`src/rtl/rf_write_arbiter.sv`:
```
// rf_write_arbiter: shares the register file's single write port between the
// core writeback path (port A) and the GPIO capture/debug path (port B).
// Each port feeds a 2-entry FIFO. A round-robin drain moves at most one entry
// per cycle into a registered write command. rd_hazard flags reads of
// registers that still have a write queued or in flight.
//
// Handshake (ports A and B): a request transfers on a rising edge where
// x_valid && x_ready. x_ready depends only on FIFO occupancy, never on x_valid.
// Once the requester raises x_valid, it holds x_valid and its payload stable
// until the transfer happens.
module rf_write_arbiter #(
    parameter int DATA_WIDTH = 32,
    parameter int ADDR_WIDTH = 5
) (
    input  logic                  clk,
    input  logic                  rst_n,
    input  logic                  a_valid,
    input  logic [ADDR_WIDTH-1:0] a_addr,
    input  logic [DATA_WIDTH-1:0] a_data,
    output logic                  a_ready,
    input  logic                  b_valid,
    input  logic [ADDR_WIDTH-1:0] b_addr,
    input  logic [DATA_WIDTH-1:0] b_data,
    output logic                  b_ready,
    output logic                  rf_we,
    output logic [ADDR_WIDTH-1:0] rf_w_addr,
    output logic [DATA_WIDTH-1:0] rf_d_in,
    input  logic [ADDR_WIDTH-1:0] rd_addr_a,
    input  logic [ADDR_WIDTH-1:0] rd_addr_b,
    output logic                  rd_hazard,
    output logic                  busy,
    output logic                  arb_state    // debug: 0 = A_FIRST, 1 = B_FIRST
);

    typedef enum logic {
        A_FIRST = 1'b0,
        B_FIRST = 1'b1
    } rr_state_t;

    rr_state_t rr_next;

    // FIFO A storage and pointers
    logic [ADDR_WIDTH-1:0] a_addr_q [2];
    logic [DATA_WIDTH-1:0] a_data_q [2];
    logic                  a_wr_ptr;
    logic                  a_rd_ptr;
    logic [1:0]            a_count;

    // FIFO B storage and pointers
    logic [ADDR_WIDTH-1:0] b_addr_q [2];
    logic [DATA_WIDTH-1:0] b_data_q [2];
    logic                  b_wr_ptr;
    logic                  b_rd_ptr;
    logic [1:0]            b_count;

    logic                  push_a;
    logic                  push_b;
    logic                  a_ne;
    logic                  b_ne;
    logic                  pop_a;
    logic                  pop_b;
    logic                  popped;
    logic [ADDR_WIDTH-1:0] pop_addr;
    logic [DATA_WIDTH-1:0] pop_data;

    logic                  a_vld0;
    logic                  a_vld1;
    logic                  b_vld0;
    logic                  b_vld1;
    logic                  hz_a;
    logic                  hz_b;

    // Ready is purely occupancy based: a full FIFO refuses even while it pops.
    assign a_ready = (a_count != 2'd2);
    assign b_ready = (b_count != 2'd2);
    assign push_a  = a_valid && a_ready;
    assign push_b  = b_valid && b_ready;

    // Drain selection: a lone non-empty FIFO wins, otherwise rr_next decides.
    assign a_ne     = (a_count != 2'd0);
    assign b_ne     = (b_count != 2'd0);
    assign pop_a    = a_ne && (!b_ne || (rr_next == A_FIRST));
    assign pop_b    = b_ne && !pop_a;
    assign popped   = pop_a || pop_b;
    assign pop_addr = pop_a ? a_addr_q[a_rd_ptr] : b_addr_q[b_rd_ptr];
    assign pop_data = pop_a ? a_data_q[a_rd_ptr] : b_data_q[b_rd_ptr];

    // Which storage slots hold live entries (count 1 means only the head).
    assign a_vld0 = (a_count == 2'd2) || ((a_count == 2'd1) && !a_rd_ptr);
    assign a_vld1 = (a_count == 2'd2) || ((a_count == 2'd1) &&  a_rd_ptr);
    assign b_vld0 = (b_count == 2'd2) || ((b_count == 2'd1) && !b_rd_ptr);
    assign b_vld1 = (b_count == 2'd2) || ((b_count == 2'd1) &&  b_rd_ptr);

    // Register 0 is never written, so a read of it can never be hazardous.
    assign hz_a = (rd_addr_a != '0) &&
                  ((a_vld0 && (a_addr_q[0] == rd_addr_a)) ||
                   (a_vld1 && (a_addr_q[1] == rd_addr_a)) ||
                   (b_vld0 && (b_addr_q[0] == rd_addr_a)) ||
                   (b_vld1 && (b_addr_q[1] == rd_addr_a)) ||
                   (rf_we  && (rf_w_addr   == rd_addr_a)));
    assign hz_b = (rd_addr_b != '0) &&
                  ((a_vld0 && (a_addr_q[0] == rd_addr_b)) ||
                   (a_vld1 && (a_addr_q[1] == rd_addr_b)) ||
                   (b_vld0 && (b_addr_q[0] == rd_addr_b)) ||
                   (b_vld1 && (b_addr_q[1] == rd_addr_b)) ||
                   (rf_we  && (rf_w_addr   == rd_addr_b)));
    assign rd_hazard = hz_a || hz_b;

    assign busy      = a_ne || b_ne || rf_we;
    assign arb_state = (rr_next == B_FIRST);

    // FIFO A: write at wr_ptr, read at rd_ptr, count tracks occupancy.
    always_ff @(posedge clk or negedge rst_n) begin
        if (!rst_n) begin
            a_addr_q[0] <= '0;
            a_addr_q[1] <= '0;
            a_data_q[0] <= '0;
            a_data_q[1] <= '0;
            a_wr_ptr    <= 1'b0;
            a_rd_ptr    <= 1'b0;
            a_count     <= 2'd0;
        end else begin
            if (push_a) begin
                a_addr_q[a_wr_ptr] <= a_addr;
                a_data_q[a_wr_ptr] <= a_data;
                a_wr_ptr           <= ~a_wr_ptr;
            end
            if (pop_a) begin
                a_rd_ptr <= ~a_rd_ptr;
            end
            case ({push_a, pop_a})
                2'b10:   a_count <= a_count + 2'd1;
                2'b01:   a_count <= a_count - 2'd1;
                default: a_count <= a_count;
            endcase
        end
    end

    // FIFO B: same structure as FIFO A.
    always_ff @(posedge clk or negedge rst_n) begin
        if (!rst_n) begin
            b_addr_q[0] <= '0;
            b_addr_q[1] <= '0;
            b_data_q[0] <= '0;
            b_data_q[1] <= '0;
            b_wr_ptr    <= 1'b0;
            b_rd_ptr    <= 1'b0;
            b_count     <= 2'd0;
        end else begin
            if (push_b) begin
                b_addr_q[b_wr_ptr] <= b_addr;
                b_data_q[b_wr_ptr] <= b_data;
                b_wr_ptr           <= ~b_wr_ptr;
            end
            if (pop_b) begin
                b_rd_ptr <= ~b_rd_ptr;
            end
            case ({push_b, pop_b})
                2'b10:   b_count <= b_count + 2'd1;
                2'b01:   b_count <= b_count - 2'd1;
                default: b_count <= b_count;
            endcase
        end
    end

    // Round-robin state plus the registered write command. An address-0 pop
    // consumes its grant slot but never raises rf_we.
    always_ff @(posedge clk or negedge rst_n) begin
        if (!rst_n) begin
            rr_next   <= A_FIRST;
            rf_we     <= 1'b0;
            rf_w_addr <= '0;
            rf_d_in   <= '0;
        end else begin
            if (pop_a) begin
                rr_next <= B_FIRST;
            end else if (pop_b) begin
                rr_next <= A_FIRST;
            end
            rf_we <= popped && (pop_addr != '0);
            if (popped) begin
                rf_w_addr <= pop_addr;
                rf_d_in   <= pop_data;
            end
        end
    end

endmodule

```
`config.mk`:
```
export PLATFORM = sky130hd
export DESIGN_NAME = rf_write_arbiter
export DESIGN_NICKNAME = d
export VERILOG_FILES = /design/src/rtl/rf_write_arbiter.sv
export SDC_FILE = /design/constraint.sdc
export NUM_CORES = 1
export LEC_CHECK = 0
export ABC_AREA = 1
export CORE_UTILIZATION = 35
export CTS_BUF_LIST = sky130_fd_sc_hd__clkbuf_16
export DETAILED_ROUTE_END_ITERATION = 6
export SLEW_MARGIN = 20
export SYNTH_ARGS = -nofsm -noshare
export SYNTH_HDL_FRONTEND = slang
export SYNTH_SLANG_ARGS = --single-unit
```
`constraint.sdc`:
```
create_clock -name clk -period 4.2 [get_ports clk]
set_clock_uncertainty 0.1 [all_clocks]
set_input_delay 0.84 -clock clk [delete_from_list [all_inputs] [get_ports clk]]
set_output_delay 0.84 -clock clk [all_outputs]
set_load 0.005 [all_outputs]
```
* After elaboration in Yosys (flattened, before gate mapping)
Cells that the tools add are included.
Word-level totals: flip-flop bits (word level) 195, bits of input ports 88, output and inout bits 43, logic and storage cells 139
Operators by class: $add $sub $neg 4, order comparisons 6, equality and inequality tests 20, mux-type cells 30, bitwise operators 9, reductions and logical operators 52
Operators with widths (number):
- $mux 32 | 9
- $bwmux 64 | 2
- $demux 32 s1 | 2
- $eq 5x5->1 | 10
- $mux 5 | 9
- $logic_and 1x1->1 | 23
- $bwmux 10 | 2
- $logic_or 1x1->1 | 17
- $reduce_bool 5->1 | 3
- $demux 5 s1 | 2
- $reduce_bool 2->1 | 5
- $eq 2x1->1 const B | 4
- $eq 2x2->1 const B | 4
- $ge 2x2->1 const B | 4
- $not 1->2 | 4
- $pmux 2 s2 | 2
- $not 1->1 | 5
- $add 2x1->2 const B | 2
- $logic_not 1->1 | 4
- $lt 2x1->1 const B | 2
- $ne 2x2->1 const B | 2
- $sub 2x1->2 const B | 2
- $mux 1 | 2

* Depth between registers and ports, before layout
Gate-level depths: netlist of the first run.
word-level depth 10, depth in mapped cells 11, gate-level depth less buffers 10

* Worst setup path after synthesis of the first run
No wires, ideal clock.
path type input-to-output, start input rd_addr_b[4], end output rd_hazard, data arrival time 1.559 ns, data required time 3.260 ns, setup slack 1.701 ns, stages on the path 11, path buffers 1, cells stage by stage buf_2 -> inv_1 -> nand2_1 -> o21ai_0 -> nor2_1 -> nand3_1 -> nand2_1 -> inv_1 -> nand2_1 -> nand2_1 -> nand2_1
On the way: word-level cells in the longest chain between the ends 8, elaborated cells on any way between the ends 17, those cells by class eq/ne: 5; reduce/logical: 12
RTL lines:
- from (decl) | RTL line 29 | input logic [ADDR_WIDTH-1:0] rd_addr_b,
- $eq 5x5->1, on equally long branches | RTL line 102, 103
- $logic_and 1x1->1, on equally long branches | RTL line 102, 103
- $logic_or 1x1->1 | RTL line 102 | ((a_vld0 && (a_addr_q[0] == rd_addr_b)) ||
- $logic_or 1x1->1 | RTL line 103 | (a_vld1 && (a_addr_q[1] == rd_addr_b)) ||
- $logic_or 1x1->1 | RTL line 104 | (b_vld0 && (b_addr_q[0] == rd_addr_b)) ||
- $logic_or 1x1->1 | RTL line 105 | (b_vld1 && (b_addr_q[1] == rd_addr_b)) ||
- $logic_and 1x1->1 * | RTL line 101 | assign hz_b = (rd_addr_b != '0) &&
- $logic_or 1x1->1 * | RTL line 107 | assign rd_hazard = hz_a || hz_b;
- to (decl) | RTL line 30 | output logic rd_hazard,
Mark *: on every way between the ends. The rest lies on a longest branch, timed or not.

* Final worst setup path of the first run
Same ends and word-level chain as after synthesis.

==> results.ini, run 1 <==
[setup_path]
endpoint_kind = output pin
slowest_delay_ps = 650
worstPathCellList = clkdlybuf4s50_1 > inv_1 > nand2_1 > o21ai_0 > nor2_1 > nand3_1 > nand2_1 > inv_1 > nand2_1 > nand2_1 > nand2_1 > clkdlybuf4s50_1
timing.rr.start = b_count[0]$_DFFE_PN0P_
path_max_fanout = 7
crit_start = rd_addr_b[4]
reg2reg_depth = 7
critPathLaunchType = primary input
critPathBufInv = 4
path_delay_family = buffers and inverters
criticalPathCategory = in2out
reg2reg_slack_ps = 1760
arrival_ps = 2780
path_depth = 12
cpMaxStageDelayCell = clkdlybuf4s50_1
r2r_end = b_data_q[19]$_DFFE_PN0P_
crit_end = rd_hazard
critPathRequiredTime_ps = 3260
cp_common_cell = nand2_1

[clock_tree]
cts_hold_buf = 0
clk_pin_slew_ps = 80
clockRootBuffer = clkbuf_16
cts_resized = 0
clock_latency_ps = 430
postCtsSetupRepairBufs = 0
clockBufferDepth = 2
cts_sinks = 195
htree_levels = 4
cts_tree = done
cts_buffers = 17

[global_routing]
grt_pass1_vias = 7682
track_usage = 0.193
overflow = 0
grt_first_pass_wirelength_um = 41600
antenna_found_initial = 1
grt_max_degree = 100

[floorplan]
io_pins = 131
die_h_um = 166
dieArea_sq_mm = 0.0277
start_util = 0.360
die_w_um = 166
core_area_sq_mm = 0.0263
rows = 59

[final_layout]
fin_cells = 1703
mostFrequentLayoutCell = nand2_1
layout-drive-gt1-share = 0.0439
syn_to_final_growth_pct = 22.0
final_nets = 1451
diodes = 0
final_cell_mix = nand2_1, dfrtp_1, clkdlybuf4s50_1, o21ai_0, inv_1
fin_area_sq_mm = 0.0115

[power_and_ir_drop]
leakagePower_nw = 5.97
peakVddDrop_mv = 0.365
p_per_area_mw_per_mm2 = 755

[detailed_routing]
dr.pass1.iters = 7
vias = 7958
wl_per_cell_um = 15.3
drt-initial-drc-count = 526
final_antenna_net_count = 0
drc = 8
drt_wl_total_um = 26000
vias_per_cell = 4.67

[synthesis]
ys_async_sr_fraction = 1.00
synth_seq_cells = 195
synthesis.area_sq_mm = 0.00947
yosysUniqueCellTypes = 27
synth_nets = 1351
yosysSeqAreaShare = 0.515
synth_cells = 1255
ys_warn_count = 0
synth.avg_cell_area_sq_um = 7.55
synth_edf_count = 0
ys.flop_type = dfrtp_1

[run_status]
violations = DRC
status = finished with violations

[sta]
tightest_slew_ps = 1020
finalCriticalPeriod_ps = 3720
hold_viol_final = 0
setup_tns_ps = 0
post-route-period-util = 0.885
slew_headroom = 0.321
setup_viol = 0
max_freq_ghz = 0.269
rsz0062_at_grt = no
maxSlewViolCount = 0

[worst_hold_path]
min_path_type = in2async

[placement]
dp_hpwl_um = 18500
dpl.cell_count = 1671
io_buffers = 130
dpl_cell_area_sq_mm = 0.0110
gp_congestion = 0.911

[job]
cap_violations = 0

==> power breakdown <==
group	internal [mW]	switching, mW
Clock	0.836	0.755
Combinational	1.44	2.24
Sequential	2.78	0.667
Total	5.05	3.66
==> synth_stat cells, drive strengths merged (3+ instances only) <==
master,number,share of area
a21oi,8,0.0054
nor2,34,0.014
o21ai,169,0.089
or2,3,0.0020
xor2,13,0.012
ha,8,0.011
dfrtp,195,0.52
xnor2,5,0.0046
buf,45,0.032
inv,121,0.048
nand2,583,0.23
nand3,46,0.024
clkbuf,20,0.0082
==> registers in the layout, summed over array words and instances, names as in the netlist <==
register and flops:
a_data_q 64, b_data_q 64, rf_d_in 32, a_addr_q 10, b_addr_q 10, rf_w_addr 5
a_count 2, b_count 2, a_rd_ptr 1, a_wr_ptr 1, arb_state 1, b_rd_ptr 1
b_wr_ptr 1, rf_we 1
==> worst min path at each step <==
stage | cells after the start | slack [ps] | end
after floorplan | 2 | 350 | a_data_q[0]$_DFFE_PN0P_
after global placement | 2 | 370 | b_data_q[18]$_DFFE_PN0P_
after detailed placement | 2 | 370 | a_data_q[6]$_DFFE_PN0P_
after CTS | 2 | 390 | a_data_q[62]$_DFFE_PN0P_
after global routing | 2 | 410 | a_data_q[30]$_DFFE_PN0P_
final | 1 | 360 | b_data_q[17]$_DFFE_PN0P_
==> per-stage QoR <==
stage	util	setup slack, ps	power [mW]	hold WS, ps
floorplan	-	1700	5.83	353
global placement	0.418	459	7.16	366
detailed placement	0.418	506	7.21	373
CTS	0.439	495	8.84	390
global route	0.439	316	9.52	407
finish	0.439	483	8.72	365
==> worst reg2reg max path, delay by kind of cell, from the launching register on <==
family	cells	cell delay [ps]
compound gates	1	60
simple gates	2	810
flops	1	380
buf+inv	3	690
fa+ha+maj	1	240
==> logic make-up after synthesis <==
family | synth area share
multiplexers | 0.00106
flip-flops | 0.515
adder cells (fa/ha/maj) | 0.0106
AO/OA/AOI/OAI | 0.0947
XOR/XNOR | 0.0166
buffers and inverters | 0.0877
AND/OR/NAND/NOR | 0.274
==> final cells by class <==
type	instances	area [sq um]
Multi-Input combinational cell	874	3770
Clock buffer	17	425
Tap cell	335	419
Timing Repair Buffer	146	1450
Sequential cell	195	4880
Clock inverter	15	151
Inverter	121	454
Fill cell	2697	14700
==> layer usage <==
layer	wire, um	GRT usage
met5	13	0
met4	471	0.0515
met3	1320	0.0383
met2	12700	0.329
met1	11500	0.250
No activity file was read; power rests on OpenSTA's default activity.
==> inputs of run 2 (changes only) <==
--- a/config.mk
+++ b/config.mk
@@ -6,9 +6,10 @@
 export NUM_CORES = 1
 export LEC_CHECK = 0
 export ABC_AREA = 1
-export CORE_UTILIZATION = 35
+export CORE_UTILIZATION = 55
 export CTS_BUF_LIST = sky130_fd_sc_hd__clkbuf_16
 export DETAILED_ROUTE_END_ITERATION = 6
+export PLACE_DENSITY = 0.8
 export SLEW_MARGIN = 20
 export SYNTH_ARGS = -nofsm -noshare
 export SYNTH_HDL_FRONTEND = slang
==> results.ini, run 2 (synthesized netlist as in run 1, its figures left out) <==
[run_status]
status = completed

[final_layout]
mostFrequentLayoutCell = nand2_1
largestRegisters = a_data_q x64, b_data_q x64, rf_d_in x32
final_nets = 1453  ; +0.14%
fin_cells = 1590  ; -6.6%
fin_util = 0.685  ; +0.246
fin_area_sq_mm = 0.0114  ; -0.91%
final_cell_mix = nand2_1, dfrtp_1, clkdlybuf4s50_1, o21ai_0, inv_1
diodes = 0  ; unchanged
num-fill-cells = 1450  ; -46%
layout-drive-gt1-share = 0.0467  ; +0.00286
syn_to_final_growth_pct = 20.8

[sta]
post-route-period-util = 0.883  ; -0.00171
tightest_slew_ps = 772  ; -245 ps
setup_viol = 0  ; unchanged
rsz0062_at_grt = no
maxSlewViolCount = 0  ; unchanged
setup_tns_ps = 0  ; unchanged
slew_headroom = 0.485  ; +0.164
max_freq_ghz = 0.270  ; +0.19%
hold_viol_final = 0  ; unchanged
setup_ws_ps = 490  ; +7.19 ps
whs_ps = 345  ; -19.8 ps
finalCriticalPeriod_ps = 3710  ; -7.19 ps

[floorplan]
die_h_um = 133  ; -20%
rows = 47  ; -20%
io_pins = 131  ; unchanged
die_w_um = 133  ; -20%
start_util = 0.567  ; +0.207
dieArea_sq_mm = 0.0177  ; -36%
core_area_sq_mm = 0.0167  ; -36%

[power_and_ir_drop]
peakVddDrop_mv = 0.544  ; +49%
p_per_area_mw_per_mm2 = 773  ; +2.4%
power_mw = 8.84  ; +1.5%
sw_frac_of_total = 0.426  ; +0.00539
leakagePower_nw = 5.99  ; +0.32%
seqPwrFrac = 0.388  ; -0.007
power.share.combinational = 0.421  ; about the same
p_switching_mw = 3.76  ; +2.8%
clkPwrFrac = 0.191  ; +0.008
intPower_mw = 5.08  ; +0.52%

[setup_path]
cp_common_cell = nand2_1
critPathLaunchType = primary input
reg2reg_depth = 10  ; +3
endpoint_kind = output pin
critPathRequiredTime_ps = 3260  ; about the same
slowest_delay_ps = 670  ; +20 ps
path_max_fanout = 7  ; unchanged
arrival_ps = 2770  ; about the same
timing.rr.start = b_count[1]$_DFFE_PN0P_
cpMaxStageDelayCell = clkdlybuf4s50_1
crit_start = rd_addr_b[3]
worstPathCellList = clkdlybuf4s50_1 > inv_1 > nand2_1 > nand2_1 > nor2_1 > nand2_1 > nor2_1 > nor2_1 > nand2_1 > nand2_1 > nand2_1 > clkdlybuf4s50_1
reg2reg_slack_ps = 1920  ; +160 ps
r2r_end = rf_we$_DFF_PN0_
criticalPathCategory = in2out

[detailed_routing]
drt-initial-drc-count = 672  ; +28%
wl_per_cell_um = 15.7  ; +2.9%
vias_per_cell = 5.18  ; +11%
vias = 8229  ; +3.4%
drt_wl_total_um = 25000  ; -3.9%
final_antenna_net_count = 0  ; unchanged
dr.pass1.iters = 5  ; -2
drc = 0  ; -8

[clock_tree]
postCtsSetupRepairBufs = 0  ; unchanged
cts_buffers = 17  ; unchanged
clockRootBuffer = clkbuf_16
cts_tree = done
cts_hold_buf = 0  ; unchanged
cts_resized = 0  ; unchanged
clk_pin_slew_ps = 80  ; about the same
clockBufferDepth = 2  ; unchanged
htree_levels = 4  ; unchanged
cts_sinks = 195  ; unchanged
clock_latency_ps = 430  ; about the same

[placement]
dp_hpwl_um = 17500  ; -5.5%
place_ws_ps = 506  ; +0.0840 ps
io_buffers = 130  ; unchanged
dpl.cell_count = 1558  ; -6.8%
gp_congestion = 0.991  ; +8.9%
dpl_cell_area_sq_mm = 0.0108  ; -1.4%

[global_routing]
track_usage = 0.300  ; +0.106
overflow = 0  ; unchanged
grt_pass1_vias = 8002  ; +4.2%
antenna_found_initial = 1  ; unchanged
grt_first_pass_wirelength_um = 40900  ; -1.7%
grt_max_degree = 93  ; -7.0%

[worst_hold_path]
min_path_type = in2async

[job]
cap_violations = 0  ; unchanged

[run 2: cell count changes in the layout (fill, tap and decap cells not counted), moves of 2 or more]
cell,change
buf_12,-2
inv_1,-2
inv_6,+2
clkinv_4,-2
clkinvlp_4,-2
buf_4,+4
clkinv_8,+3
[run 2: worst max-delay path: cells and delay by family]
kind	cells	cell delay, ps
buffers and inverters	3	1310
AND/OR/NAND/NOR	9	630
[run 2: area by class of cell]
| cell class | instances | area [sq um] | share of cell area |
|---|---|---|---|
| clock inverters | 15 | 200 | 0.0175 |
| multi-input cells | 874 | 3770 | 0.329 |
| inverters | 121 | 454 | 0.0397 |
| flip-flops and latches | 195 | 4880 | 0.426 |
| repair buffers | 148 | 1440 | 0.126 |
| clock buffers | 17 | 425 | 0.0372 |
| well taps | 220 | 275 | 0.0241 |
[run 2: how the worst max path moves through the flow]
stage | endpoint | slack, ps
final | rd_hazard | 490
after global routing | rd_hazard | 320
after CTS | rd_hazard | 500
after detailed placement | rd_hazard | 510
after global placement | rd_hazard | 470
after floorplan | rd_hazard | 1700
[run 2: layer usage]
metal  vias to the layer above  GRT usage  routed length (um)
li1                       4059          -                   -
met1                      3852      0.369               10200
met2                       259      0.522               12600
met3                        59     0.0476                1150
met4                         0      0.132                 951
met5                         -          0                   0
[run 2: power groups by stage]
stage	logic (mW)	registers, mW	clock network [mW]
after global placement	3.62	3.43	0
after detailed placement	3.71	3.44	0
final	3.72	3.44	1.69
after CTS	3.76	3.42	1.71
after global routing	4.23	3.54	1.79
after floorplan	2.59	3.24	0
